## config.mk

```make
export PLATFORM = sky130hd
export DESIGN_NAME = ahb_sram_ctrl
export DESIGN_NICKNAME = d
export VERILOG_FILES = /design/src/rtl/ahb_sram_ctrl.sv
export SDC_FILE = /design/constraint.sdc
export NUM_CORES = 1
export LEC_CHECK = 0
export BUFFER_PORTS_ARGS = -buffer_cell sky130_fd_sc_hd__buf_2
export CORE_ASPECT_RATIO = 1.4
export CORE_MARGIN = 5
export CORE_UTILIZATION = 41
export DETAILED_ROUTE_END_ITERATION = 16
export PLACE_DENSITY = 0.7
export SYNTH_ARGS = -nofsm -noshare
export SYNTH_HDL_FRONTEND = slang
export SYNTH_SLANG_ARGS = --single-unit
export TNS_END_PERCENT = 1
```

## constraint.sdc

```tcl
create_clock -name HCLK -period 2.3 [get_ports HCLK]
set_input_delay 0.345 -clock HCLK [delete_from_list [all_inputs] [get_ports HCLK]]
set_output_delay 0.345 -clock HCLK [all_outputs]
set_load 0.01 [all_outputs]
```

## src/rtl/ahb_sram_ctrl.sv

```systemverilog
`default_nettype none
// +--------------------------------------------------------------------------+
// | ahb_sram_ctrl : zero-wait-state AHB-Lite to synchronous SRAM bridge with  |
// |                 a one-entry write buffer and read-data byte merging.      |
// | Revision      : 1.0                                                       |
// +--------------------------------------------------------------------------+
module ahb_sram_ctrl #(
  parameter int AW = 12
) (
  input  logic          HCLK,
  input  logic          HRESETn,
  input  logic          HSEL,
  input  logic [31:0]   HADDR,
  input  logic [1:0]    HTRANS,
  input  logic          HWRITE,
  input  logic [2:0]    HSIZE,
  input  logic [31:0]   HWDATA,
  input  logic          HREADY,
  output logic          HREADYOUT,
  output logic          HRESP,
  output logic [31:0]   HRDATA,
  input  logic [31:0]   SRAMRDATA,
  output logic [3:0]    SRAMWEN,
  output logic [31:0]   SRAMWDATA,
  output logic          SRAMCS0,
  output logic [AW-1:0] SRAMADDR
);

  logic          w_valid;
  logic          w_rd_ap;
  logic          w_wr_ap;
  logic [AW-1:0] w_ap_addr;
  logic [3:0]    w_ap_be;
  logic          w_direct_wr;
  logic          w_buf_load;
  logic          w_buf_commit;
  logic          w_buf_hit;
  logic          w_unused;

  logic          r_rd_dp;
  logic          r_wr_dp;
  logic [AW-1:0] r_rd_addr;
  logic [AW-1:0] r_wr_addr;
  logic [3:0]    r_wr_be;
  logic          r_buf_valid;
  logic [AW-1:0] r_buf_addr;
  logic [3:0]    r_buf_be;
  logic [31:0]   r_buf_data;

  // Gating with HRESETn keeps the SRAM idle while reset is held.
  assign w_valid   = HRESETn & HSEL & HREADY & HTRANS[1];
  assign w_rd_ap   = w_valid & ~HWRITE;
  assign w_wr_ap   = w_valid & HWRITE;
  assign w_ap_addr = HADDR[AW+1:2];
  assign w_unused  = &{1'b0, HADDR[31:AW+2], HTRANS[0]};

  always_comb begin
    case (HSIZE)
      3'd0:    w_ap_be = 4'b0001 << HADDR[1:0];
      3'd1:    w_ap_be = HADDR[1] ? 4'b1100 : 4'b0011;
      default: w_ap_be = 4'b1111;
    endcase
  end

  // A read address phase owns the SRAM port, so a colliding write is parked.
  assign w_direct_wr  = r_wr_dp & ~w_rd_ap;
  assign w_buf_load   = r_wr_dp & w_rd_ap;
  assign w_buf_commit = r_buf_valid & ~w_rd_ap & ~r_wr_dp;
  assign w_buf_hit    = r_buf_valid & (r_buf_addr == r_rd_addr);

  always_ff @(posedge HCLK or negedge HRESETn) begin
    if (!HRESETn) begin
      r_rd_dp     <= 1'b0;
      r_wr_dp     <= 1'b0;
      r_rd_addr   <= '0;
      r_wr_addr   <= '0;
      r_wr_be     <= 4'b0000;
      r_buf_valid <= 1'b0;
      r_buf_addr  <= '0;
      r_buf_be    <= 4'b0000;
      r_buf_data  <= 32'h0;
    end else begin
      if (HREADY) begin
        r_rd_dp   <= w_rd_ap;
        r_wr_dp   <= w_wr_ap;
        r_wr_addr <= w_ap_addr;
        r_wr_be   <= w_ap_be;
        if (w_rd_ap) begin
          r_rd_addr <= w_ap_addr;
        end
      end
      if (w_buf_load) begin
        r_buf_valid <= 1'b1;
        r_buf_addr  <= r_wr_addr;
        r_buf_be    <= r_wr_be;
        r_buf_data  <= HWDATA;
      end else if (w_buf_commit) begin
        r_buf_valid <= 1'b0;
      end
    end
  end

  always_comb begin
    SRAMCS0   = 1'b0;
    SRAMWEN   = 4'b0000;
    SRAMADDR  = w_ap_addr;
    SRAMWDATA = HWDATA;
    if (w_rd_ap) begin
      SRAMCS0  = 1'b1;
      SRAMADDR = w_ap_addr;
    end else if (w_direct_wr) begin
      SRAMCS0   = 1'b1;
      SRAMADDR  = r_wr_addr;
      SRAMWEN   = r_wr_be;
      SRAMWDATA = HWDATA;
    end else if (w_buf_commit) begin
      SRAMCS0   = 1'b1;
      SRAMADDR  = r_buf_addr;
      SRAMWEN   = r_buf_be;
      SRAMWDATA = r_buf_data;
    end
  end

  // Bytes still parked in the buffer are newer than the SRAM copy.
  always_comb begin
    HRDATA = 32'h0;
    if (r_rd_dp) begin
      for (int i = 0; i < 4; i++) begin
        HRDATA[8*i +: 8] = (w_buf_hit && r_buf_be[i]) ? r_buf_data[8*i +: 8]
                                                       : SRAMRDATA[8*i +: 8];
      end
    end
  end

  assign HREADYOUT = 1'b1;
  assign HRESP     = 1'b0;

  a_no_wr_with_buf : assert property (@(posedge HCLK) disable iff (!HRESETn)
    !(r_wr_dp && r_buf_valid));

endmodule
`default_nettype wire

```

==> flow_summary.toml <==
[setup_path]
crit_required_ns = 1.96
r2r_start = "r_wr_dp"
path_class = "register to output pin"
crit_path_end_kind = "output pin"
start_kind = "register"
ff2ff_path_depth = 4
cp_max_fo = 32
startpoint = "r_rd_addr[9]"
timing.rr.end = "r_buf_data[0]"
worstPathArrival_ns = 2.23
reg2reg_slack_ns = 0.77

[sta]
min_period_ns = 2.58
drv_slew = 0
skew_ns = 0.00496
slew-limit-headroom_pct = 57.5
grt_setup_unrepaired = "yes"
final.period_utilization_pct = 112
finalSetupViolCount = 32
timing_hold_violations_final = 0
tightest_slew_ns = 0.637
fmax_mhz = 388
layout_setup_ws_ns = -0.276

[synth]
ys.warnings.count = 0
synth-seq-area-share_pct = 43.2
avgSynthCellArea_sq_um = 10.1
synthTopCellsByArea = "dfrtp_1 (43%), mux2_2 (22%), nand4_1 (4.9%)"
synth.distinct_cells = 37
synth_top_cell_area_share_pct = 43.2
syn-cell-area_sq_mm = 0.00458
ys_ff_latch = 79
syn_inst = 454
synth_top_area_cell = "dfrtp_1"
syn_nets = 560

[layout]
drive_gt1_share_pct = 50.3
n_fill_cell = 962
syn_to_final_growth_pct = 32.0
insertedDiodeCount = 0
mostFrequentLayoutCells = "buf_2 (166), mux2_2 (91), dfrtp_1 (79)"
finalInstanceArea_sq_mm = 0.00604
fin_cells = 765
nets = 725
final_common_cell = "buf_2"

[placement]
routabilityCongestion = 0.824
dpl.cell_count = 742
portBuffers = 167
place_area_sq_mm = 0.00561
hpwl_microns = 9680

[run_status]
status = "complete, but fails checks"
failed_checks = "setup timing"

[grt]
grt_pass1_vias = 4514
antenna_found_initial = 0
grt_max_degree = 49
overflow = 0
gr-usage-all-layers_pct = 20.2
grt_pass1_wl_microns = 21800

[routing]
ant_nets = 0
routed_wl_microns = 13900
via_count = 4257
drt_first_iter_violations = 202
drt-pass1-iter-count = 5
drc = 0
wl_per_cell_microns = 18.1
routed_via_density = 5.56

[cts]
clock-sinks = 79
cts_made_buffers = 9
htree_levels = 3
clock_path_buffers = 2
root_buffer = "clkbuf_16"
cts_tree = "built"
clkTransAtPathRegs_ns = 0.06
worstSkewPairLatency_ns = 0.33

[power]
peakVddDrop_v = 0.000454
p_total_w = 0.00380
p_per_area_mw_per_mm2 = 629
power.leakage_nw = 2.93

[die]
initial_utilization_pct = 42.1
core.rowCount = 45
dieWidth_microns = 99.3
die_h_microns = 135
io_pins = 189
die_area_sq_mm = 0.0134
core_sq_mm = 0.0109

[job]
cap_violations = 0

[min_path]
hold_path_class = "input pin to async pin"
-- sequential cells by signal, summed over array words and instances, names as in the netlist --
signal       cells
r_rd_addr       12
r_wr_addr       12
r_buf_valid      1
r_buf_data      32
r_buf_be         4
r_wr_dp          1
r_rd_dp          1
r_buf_addr      12
r_wr_be          4
-- worst max path at each step --
stage | to | cells after the start
after global placement | HRDATA[24] | 7
after CTS | HRDATA[23] | 8
final | HRDATA[31] | 7
after detailed placement | HRDATA[12] | 7
after global routing | HRDATA[20] | 8
after floorplan | HRDATA[24] | 7
-- cell families after synthesis --
kind of cell              count (synthesis)  share of synthesized area, %
AOI/OAI and AO/OA                       109                          13.5
xor gates and xnor gates                  8                          1.53
buffers and inverters                    48                          5.90
DFF                                      79                          43.2
muxes                                    92                          22.6
other                                     2                         0.164
and+or+nand+nor                         116                          13.1
-- cell type report --
cell class	instances	area, sq um	area share [%]
flip-flops and latches	79	1980	32.7
multi-input cells	327	2390	39.5
clock buffers	11	253	4.18
repair buffers	194	1160	19.3
inverters	8	30.0	0.497
well taps	141	176	2.92
clock inverters	5	56.3	0.932
-- critical path, cell delays in order, from the launching register on --
cell,delay [ns]
dfrtp_1,0.41
xnor2_2,0.17
nand3_1,0.14
or4_4,0.52
buf_12,0.18
o21ai_0,0.24
a21oi_2,0.09
buf_2,0.15
-- per-stage QoR --
stage / hold WS [ns] / setup TNS, ns / setup WS (ns) / util [%]
4_1_cts: 0.104 / -9.21 / -0.336 / 54.5
5_1_grt: 0.115 / -11.25 / -0.368 / 55.6
6_report: 0.105 / -7.01 / -0.276 / 55.6
3_5_place_dp: 0.463 / -0.0116 / -0.00895 / 51.6
2_1_floorplan: 0.0494 / 0 / 0.234 / -
3_3_place_gp: 0.441 / 0 / 0.0455 / 51.6
-- repair_timing --
item | in CTS | in global routing
cloned | 0 | 2
endpoints found under the setup margin | 42 | 64
setup buffers | 0 | 5
pin swaps | 38 | 20
gates resized for setup | 7 | 11
hold buffers | 0 | 0
-- routing by layer --
layer	share of wire, %	vias to the layer above	track usage, %	wire length (microns)
met5	0	-	0	0
met4	1.1	0	7.29	155
met3	6.8	14	4.81	945
met2	54	169	36.4	7440
met1	38	2085	23.1	5330
li1	-	1989	-	-
-- cell usage after synthesis, drive strengths merged --
cell	number
a22oi	4
o22ai	2
a31oi	12
or4	1
nand4	36
a21oi	34
conb	2
nand2	48
mux2	92
a222oi	1
xnor2	5
buf	15
nor2	8
inv	8
nor2b	14
nor4	1
or3b	1
and3	1
nand3	3
or3	1
o211ai	12
clkbuf	25
dfrtp	79
xor2	3
o21ai	41
a221oi	1
nor3b	2
o21a	2
-- power by group --
group	switching [W]	total [W]	internal, W	leakage, nW
logic	0.000360	0.000708	0.000348	1.75
registers	0.000115	0.00163	0.00152	1.03
clock network	0.000562	0.00146	0.000898	0.152
Note: power is estimated with default switching activity, not from simulation.
